### src/rtl/conv_enc_322_if.sv
// Handshake and status bundle for the rate-2/3 (3,2,2) convolutional encoder.
interface conv_enc_322_if;
  logic       start;
  logic       in_valid;
  logic [1:0] in_data;
  logic       in_ready;
  logic       out_valid;
  logic       out_ready;
  logic [2:0] out_code;
  logic [3:0] out_stage;
  logic       out_last;
  logic       busy;
  logic       done;

  modport master (
    output start, in_valid, in_data, out_ready,
    input  in_ready, out_valid, out_code, out_stage, out_last, busy, done
  );

  modport slave (
    input  start, in_valid, in_data, out_ready,
    output in_ready, out_valid, out_code, out_stage, out_last, busy, done
  );
endinterface

### src/rtl/conv_enc_322.sv
// Rate-2/3 (3,2,2) convolutional encoder with per-frame stage numbering and a
// single tail symbol that drives the encoder state back to 00.
//
// state  | meaning
// IDLE   | waiting for start; a tail symbol may still sit in the output slot
// ENCODE | accepting data pairs, one code symbol per pair
// FLUSH  | all pairs taken; emit the tail symbol (u=00) at the next free slot
module conv_enc_322 #(
  parameter int FRAME_LEN = 16
) (
  input  logic          clock,
  input  logic          reset,
  conv_enc_322_if.slave bus
);

  typedef enum logic [1:0] {IDLE = 2'd0, ENCODE = 2'd1, FLUSH = 2'd2} state_t;

  localparam logic [7:0] LastPair = 8'(FRAME_LEN);

  state_t     state_q, state_d;
  logic [1:0] s_q, s_d;
  logic [7:0] pair_q, pair_d;
  logic [3:0] stage_q, stage_d;
  logic       out_valid_q, out_valid_d;
  logic [2:0] out_code_q, out_code_d;
  logic [3:0] out_stage_q, out_stage_d;
  logic       out_last_q, out_last_d;
  logic       done_q, done_d;

  logic       slot_free;
  logic       in_ready;
  logic       accept;
  logic [3:0] stage_inc;

  function automatic logic [2:0] encode(input logic [1:0] u, input logic [1:0] s);
    encode = {u[1] ^ s[1] ^ s[0], u[0] ^ s[1], u[1] ^ u[0] ^ s[0]};
  endfunction

  assign slot_free = !out_valid_q || bus.out_ready;
  assign in_ready  = (state_q == ENCODE) && slot_free;
  assign accept    = in_ready && bus.in_valid;
  // Stage index sticks at 15 so long frames keep a valid 4-bit label.
  assign stage_inc = (stage_q == 4'hF) ? stage_q : stage_q + 4'd1;

  // Next-state logic: FSM, encoder memory, counters and the output slot.
  always_comb begin
    state_d     = state_q;
    s_d         = s_q;
    pair_d      = pair_q;
    stage_d     = stage_q;
    out_valid_d = out_valid_q;
    out_code_d  = out_code_q;
    out_stage_d = out_stage_q;
    out_last_d  = out_last_q;
    done_d      = 1'b0;

    if (out_valid_q && bus.out_ready) begin
      out_valid_d = 1'b0;
      done_d      = out_last_q;
    end

    case (state_q)
      IDLE: begin
        if (bus.start) begin
          s_d     = 2'b00;
          pair_d  = 8'd0;
          stage_d = 4'd0;
          state_d = ENCODE;
        end
      end
      ENCODE: begin
        if (accept) begin
          out_code_d  = encode(bus.in_data, s_q);
          out_stage_d = stage_q;
          out_last_d  = 1'b0;
          out_valid_d = 1'b1;
          s_d         = bus.in_data;
          pair_d      = pair_q + 8'd1;
          stage_d     = stage_inc;
          if (pair_q + 8'd1 == LastPair) begin
            state_d = FLUSH;
          end
        end
      end
      FLUSH: begin
        if (slot_free) begin
          out_code_d  = encode(2'b00, s_q);
          out_stage_d = stage_q;
          out_last_d  = 1'b1;
          out_valid_d = 1'b1;
          s_d         = 2'b00;
          stage_d     = stage_inc;
          state_d     = IDLE;
        end
      end
      default: state_d = IDLE;
    endcase
  end

  // State and output registers; reset drops everything, including a pending symbol.
  always_ff @(posedge clock or posedge reset) begin
    if (reset) begin
      state_q     <= IDLE;
      s_q         <= 2'b00;
      pair_q      <= 8'd0;
      stage_q     <= 4'd0;
      out_valid_q <= 1'b0;
      out_code_q  <= 3'b000;
      out_stage_q <= 4'd0;
      out_last_q  <= 1'b0;
      done_q      <= 1'b0;
    end else begin
      state_q     <= state_d;
      s_q         <= s_d;
      pair_q      <= pair_d;
      stage_q     <= stage_d;
      out_valid_q <= out_valid_d;
      out_code_q  <= out_code_d;
      out_stage_q <= out_stage_d;
      out_last_q  <= out_last_d;
      done_q      <= done_d;
    end
  end

  assign bus.in_ready  = in_ready;
  assign bus.out_valid = out_valid_q;
  assign bus.out_code  = out_code_q;
  assign bus.out_stage = out_stage_q;
  assign bus.out_last  = out_last_q;
  assign bus.busy      = (state_q != IDLE);
  assign bus.done      = done_q;

endmodule
### src/flat_wrapper.sv
// flat-port wrapper written by rule: the top's interface ports become plain ports
module conv_enc_322_flat 
#(
  parameter int FRAME_LEN = 16
)
  (clock, reset, bus_start, bus_in_valid, bus_in_data, bus_out_ready, bus_in_ready, bus_out_valid, bus_out_code, bus_out_stage, bus_out_last, bus_busy, bus_done);
  conv_enc_322_if bus_i ();
  input  logic clock;
  input  logic reset;
  input wire logic [$bits(bus_i.start)-1:0] bus_start;
  input wire logic [$bits(bus_i.in_valid)-1:0] bus_in_valid;
  input wire logic [$bits(bus_i.in_data)-1:0] bus_in_data;
  input wire logic [$bits(bus_i.out_ready)-1:0] bus_out_ready;
  output wire logic [$bits(bus_i.in_ready)-1:0] bus_in_ready;
  output wire logic [$bits(bus_i.out_valid)-1:0] bus_out_valid;
  output wire logic [$bits(bus_i.out_code)-1:0] bus_out_code;
  output wire logic [$bits(bus_i.out_stage)-1:0] bus_out_stage;
  output wire logic [$bits(bus_i.out_last)-1:0] bus_out_last;
  output wire logic [$bits(bus_i.busy)-1:0] bus_busy;
  output wire logic [$bits(bus_i.done)-1:0] bus_done;
  assign bus_i.start = bus_start;
  assign bus_i.in_valid = bus_in_valid;
  assign bus_i.in_data = bus_in_data;
  assign bus_i.out_ready = bus_out_ready;
  assign bus_in_ready = bus_i.in_ready;
  assign bus_out_valid = bus_i.out_valid;
  assign bus_out_code = bus_i.out_code;
  assign bus_out_stage = bus_i.out_stage;
  assign bus_out_last = bus_i.out_last;
  assign bus_busy = bus_i.busy;
  assign bus_done = bus_i.done;
  conv_enc_322 #(.FRAME_LEN(FRAME_LEN)) u_core (.clock(clock), .reset(reset), .bus(bus_i));
endmodule
### config.mk
export PLATFORM = sky130hd
export DESIGN_NAME = conv_enc_322_flat
export DESIGN_NICKNAME = d
export VERILOG_FILES = /design/src/rtl/conv_enc_322_if.sv /design/src/rtl/conv_enc_322.sv /design/src/flat_wrapper.sv
export SDC_FILE = /design/constraint.sdc
export NUM_CORES = 1
export LEC_CHECK = 0
export ABC_CLOCK_PERIOD_IN_PS = 3600
export BUFFER_PORTS_ARGS = -buffer_cell sky130_fd_sc_hd__buf_2
export CORE_MARGIN = 1.5
export CORE_UTILIZATION = 45
export DETAILED_ROUTE_END_ITERATION = 12
export HOLD_SLACK_MARGIN = 0.02
export PLACE_DENSITY = 0.73
export SLEW_MARGIN = 10
export SYNTH_ARGS = -nofsm -noshare
export SYNTH_HDL_FRONTEND = slang
export SYNTH_SLANG_ARGS = --single-unit
export TNS_END_PERCENT = 50
### constraint.sdc
create_clock -name clock -period 3.6 [get_ports clock]
set_input_delay 0.54 -clock clock [delete_from_list [all_inputs] [get_ports clock]]
set_output_delay 0.54 -clock clock [all_outputs]
set_load 0.1 [all_outputs]
---- Word-level counts from Yosys, hierarchy flattened ----
Index checks and enable logic that the tools add are counted.
operators by class
  add/sub/neg operators ................... 2
  multipliers ............................. 0
  divide/modulo/power cells ............... 0
  order comparisons ....................... 0
  equality and inequality tests ........... 8
  shift-type cells ........................ 0
  muxes and demuxes ....................... 30
  bitwise operators ....................... 6
  reductions and logical operators ........ 14
operator list
  operator             count
  $mux 4               6
  $mux 8               2
  $pmux 8 s2           1
  $mux 2               6
  $pmux 2 s3           2
  $pmux 4 s3           1
  $add 8x1->8 const B  1
  $eq 8x5->1 const B   1
  $pmux 4 s2           1
  $reduce_and 4->1     2
  $mux 1               6
  $mux 3               2
  $pmux 3 s2           1
  $reduce_and 3->1     2
  $reduce_bool 2->1    3
  $xor 1x1->1          6
  $add 4x1->4 const B  1
  $eq 4x4->1 const B   1
  $ne 2x1->1 const B   2
  $ne 2x2->1 const B   2
  $pmux 1 s2           2
  $logic_and 1x1->1    3
  $reduce_bool 3->1    1
  $eq 2x1->1 const B   1
  other kinds (4)      4
storage, ports and cells
  flip-flop bits (word level) ............. 26
  latch bits .............................. 0
  bits in writable memories ............... 0
  ROM bits ................................ 0
  input port bits ......................... 7
  output and inout port bits .............. 12
  word-level logic and storage cells ...... 69
  memories kept ........................... 0

---- Logic depth before layout (Yosys ltp) ----
  depth after elaboration ................. 6
  mapped depth ............................ 8
  mapped depth without buffers ............ 7

---- Worst setup path before layout ----
OpenSTA, ideal clock, no wires.
  kind .................................... register to output
  start ................................... register u_core.out_valid_q (netlist: u_core.bus.out_valid)
  end ..................................... output port bus_in_ready
  arrival time ............................ 1766 ps
  path slack .............................. 1294 ps
  cell stages (with the launch flop) ...... 3
  buffers on the path ..................... 0
  cells stage by stage .................... dfrtp_1 -> nand2b_1 -> and2_1
on the way
  longest elaborated chain between the ends .. 3
RTL lines
  element                 line                 text
  from (decl)             conv_enc_322.sv:24   logic out_valid_q, out_valid_d;
  from (signal assigned)  conv_enc_322.sv:117  out_valid_q <= out_valid_d;
  $logic_not 1->1         conv_enc_322.sv:39   assign slot_free = !out_valid_q || bus.out_ready;
  $logic_or 1x1->1        conv_enc_322.sv:39
  $logic_and 1x1->1       conv_enc_322.sv:40   assign in_ready = (state_q == ENCODE) && slot_free;
  to (decl)               flat_wrapper.sv:14   output wire logic [$bits(bus_i.in_ready)-1:0] bus_in_ready;
Every way passes these cells.

---- Worst setup path after layout ----
  start ................................... register u_core.state_q[1]
  end ..................................... output port bus_in_ready
on the way
  longest elaborated chain between the ends .. 2
RTL lines
  element                 line                 text
  from (decl)             conv_enc_322.sv:20   state_t state_q, state_d;
  from (signal assigned)  conv_enc_322.sv:113  state_q <= state_d;
  $eq 2x1->1              conv_enc_322.sv:40
  $logic_and 1x1->1       conv_enc_322.sv:40
Every way passes these cells.

==> results.txt <==
Die H = 58.83 um
die width = 58.83 um
maximum VDD drop = 0.5223 mV
Combinational Power Share = 58.3%
vias in the first global route = 1067
fin crit share = 67.94%
wl on met1 = 1.211 mm
initial antenna violation count = 0
Setup Skew = 0.007350 ns
Worst Path Arrival = 1.91 ns
CP max FO = 12
1st-iter DRT viols = 46
Setup Viol. Count Final = 0
Psw = 771.9 uW
Final #Nets = 176
clock sinks = 26
Flop pwr share = 32.8%
global placer's final weighted congestion = 0.7624
standby leakage power = 0.0007353 uW
Final Hold Vio Count = 0
clock transition at the registers of the reported paths = 0.14 ns
Max Freq = 408.9 MHz
switch share = 56.62%
Area Overhead vs Synth = 9.991%
maxcap violations = 0
Avg Inst Size Synth = 9.808 um2
Die ar. = 3461 um2
final slew viol count = 0
asr flop ratio synth = 100.0%
vias = 1083
pwr/cell area = 883.7 nW/um2
count leader, synth = dfrtp_1
Synth cell types = 31
met2 WL = 1.294 mm
Rows = 20
wire per inst = 13.54 um
final WL = 2.626 mm
outcome = finished clean
Most used DFF post-synth = dfrtp_1
Reg2Reg Depth = 5
Detail Route Antenna Nets = 0
Bufs on Longest Clock Path = 2
Post-Syn Area = 1403 um2
top cell type's share of synthesized area = 46.39%
startpoint types = register
total gr overflow = 0
first-pass GRT wire length = 4.519 mm
router iterations before antenna repair = 5
Synth area leaders = dfrtp_1 46%, o21ai_0 6.8%, ha_1 5.4%, nand2_1 5.4%, xnor2_1 2.5%
Starting Density = 46.71%
fill cell count = 282
CTS tree = done
FF+latch area = 650.6 um2
largest net degree at the start of global routing = 27
Synthesized Nets = 156
clock share of power = 8.9%
Critical Path Sink Type = output pin
Inserted Diodes = 0
Synth Register Bits = 26
quantity of gates resized following cts = 0
# Post-CTS Setup Buffers = 0
CTS buffer count = 3
post-cts hold buffer count = 0
Synth top cells by count = 26 x dfrtp_1, 20 x nand2_1, 19 x o21ai_0
post-DP HPWL = 2.003 mm
Crit path required time = 3.06 ns
Yosys Warn Count = 0
Port Buffer Count = 18
Worst-Margin Slew = 0.9735 ns
utilization after layout = 51.38%
Pint = 591.4 uW
Core Area = 3003 um2
GRT Resource Usage Total = 17.20%
Skew-Pair Late Insertion Delay = 0.32 ns
drt via density = 5.582
min cycle time layout = 2.446 ns
H-tree depth = 1
Crit Path Category = reg2out
CTS root buf = clkbuf_4
DR top layer = met4
setup_tns = 0 ns
IO Pins = 19
RSZ-0062 raised after global routing = false
worst min path class = in2async
area leader, netlist = dfrtp_1
Cells after Synth = 143
sequential fraction of the synthesis area = 46.39%
relative slew slack = 35.03%
area of the multi-input gates = 711.9 um2
drt drc = 0
Post-synth EDFFs = 0
share of cells above drive strength 1 = 17.39%
met3 wire length = 74 um
[logic make-up (layout without fill, tap and decap cells)]
| group | after synthesis | count (layout) | share of synthesized area (%) |
|---|---|---|---|
| compound gates | 38 | 38 | 18.20 |
| xor+xnor | 7 | 7 | 4.371 |
| fa+ha+maj | 6 | 6 | 5.352 |
| buf+inv | 10 | 28 | 2.855 |
| flops | 26 | 26 | 46.39 |
| mux | 5 | 5 | 3.925 |
| simple gates | 51 | 51 | 18.91 |
[cells in the final DEF, fill, tap and decap left out, types with 5 or more instances in the layout]
cell     Yosys  routed
a21oi_1      6       6
dfrtp_1     26      26
nor2b_1      5       5
buf_2        2      18
o21ai_0     19      19
nand2_1     20      20
ha_1         6       6
inv_1        7       7
[state kept, by name (all words and copies together), names as in the netlist]
signal / count
u_core.state_q: 2
u_core.bus.out_stage: 4
u_core.stage_q: 4
u_core.s_q: 2
u_core.bus.done: 1
u_core.pair_q: 8
u_core.bus.out_code: 3
u_core.bus.out_last: 1
u_core.bus.out_valid: 1
[area by class of cell]
type / count / area share, %
tap: 33 / 2.676
sequential: 26 / 42.17
timing repair buffer: 18 / 5.839
multi-input combinational: 107 / 46.15
inverter: 7 / 1.703
clock buffer: 3 / 1.460
[metal layers]
metal,vias up,global-route usage [%]
met2,16,29.52
met1,521,21.07
met5,-,0
met4,0,8.117
li1,541,-
met3,5,2.637
[critical path, cell delays in order (launching register included)]
cell and delay, ns:
dfrtp_1 0.43, inv_1 0.11, ha_1 0.43, and2_1 0.20, buf_2 0.42
[worst paths after layout]
check	slack [ns]	start	to
max reg2reg	1.40	u_core.state_q[1]	u_core.bus.out_last
min reg2reg	0.49	u_core.bus.out_stage[3]	u_core.bus.out_stage[3]
max in group asynchronous	2.59	reset	u_core.pair_q[1]
max	1.15	u_core.state_q[1]	bus_in_ready
min in group clock	0.49	bus_in_data[1]	u_core.s_q[1]
min	0.42	reset	u_core.bus.out_code[1]
[power groups by stage]
stage          Combinational, uW  Clock (uW)  Sequential, uW
4_1_cts                      799         127             447
6_report                     794         122             447
3_3_place_gp                 781           0             447
2_1_floorplan                395           0             718
3_5_place_dp                 797           0             453
5_1_grt                      851         139             459
[stage by stage]
step                worst slack (ns)  hold slack, ns  instance area, um2  instances  total power, uW
floorplan                      1.294          0.4933                1403        143             1114
finish                         1.154          0.4196                1543        194             1363
CTS                            1.155          0.4659                1543        194             1373
detailed placement             1.438          0.4687                1520        191             1250
global placement               1.496          0.4615                1520        191             1228
global route                   1.071          0.4952                1543        194             1449
No activity file was read; power rests on OpenSTA's default activity.
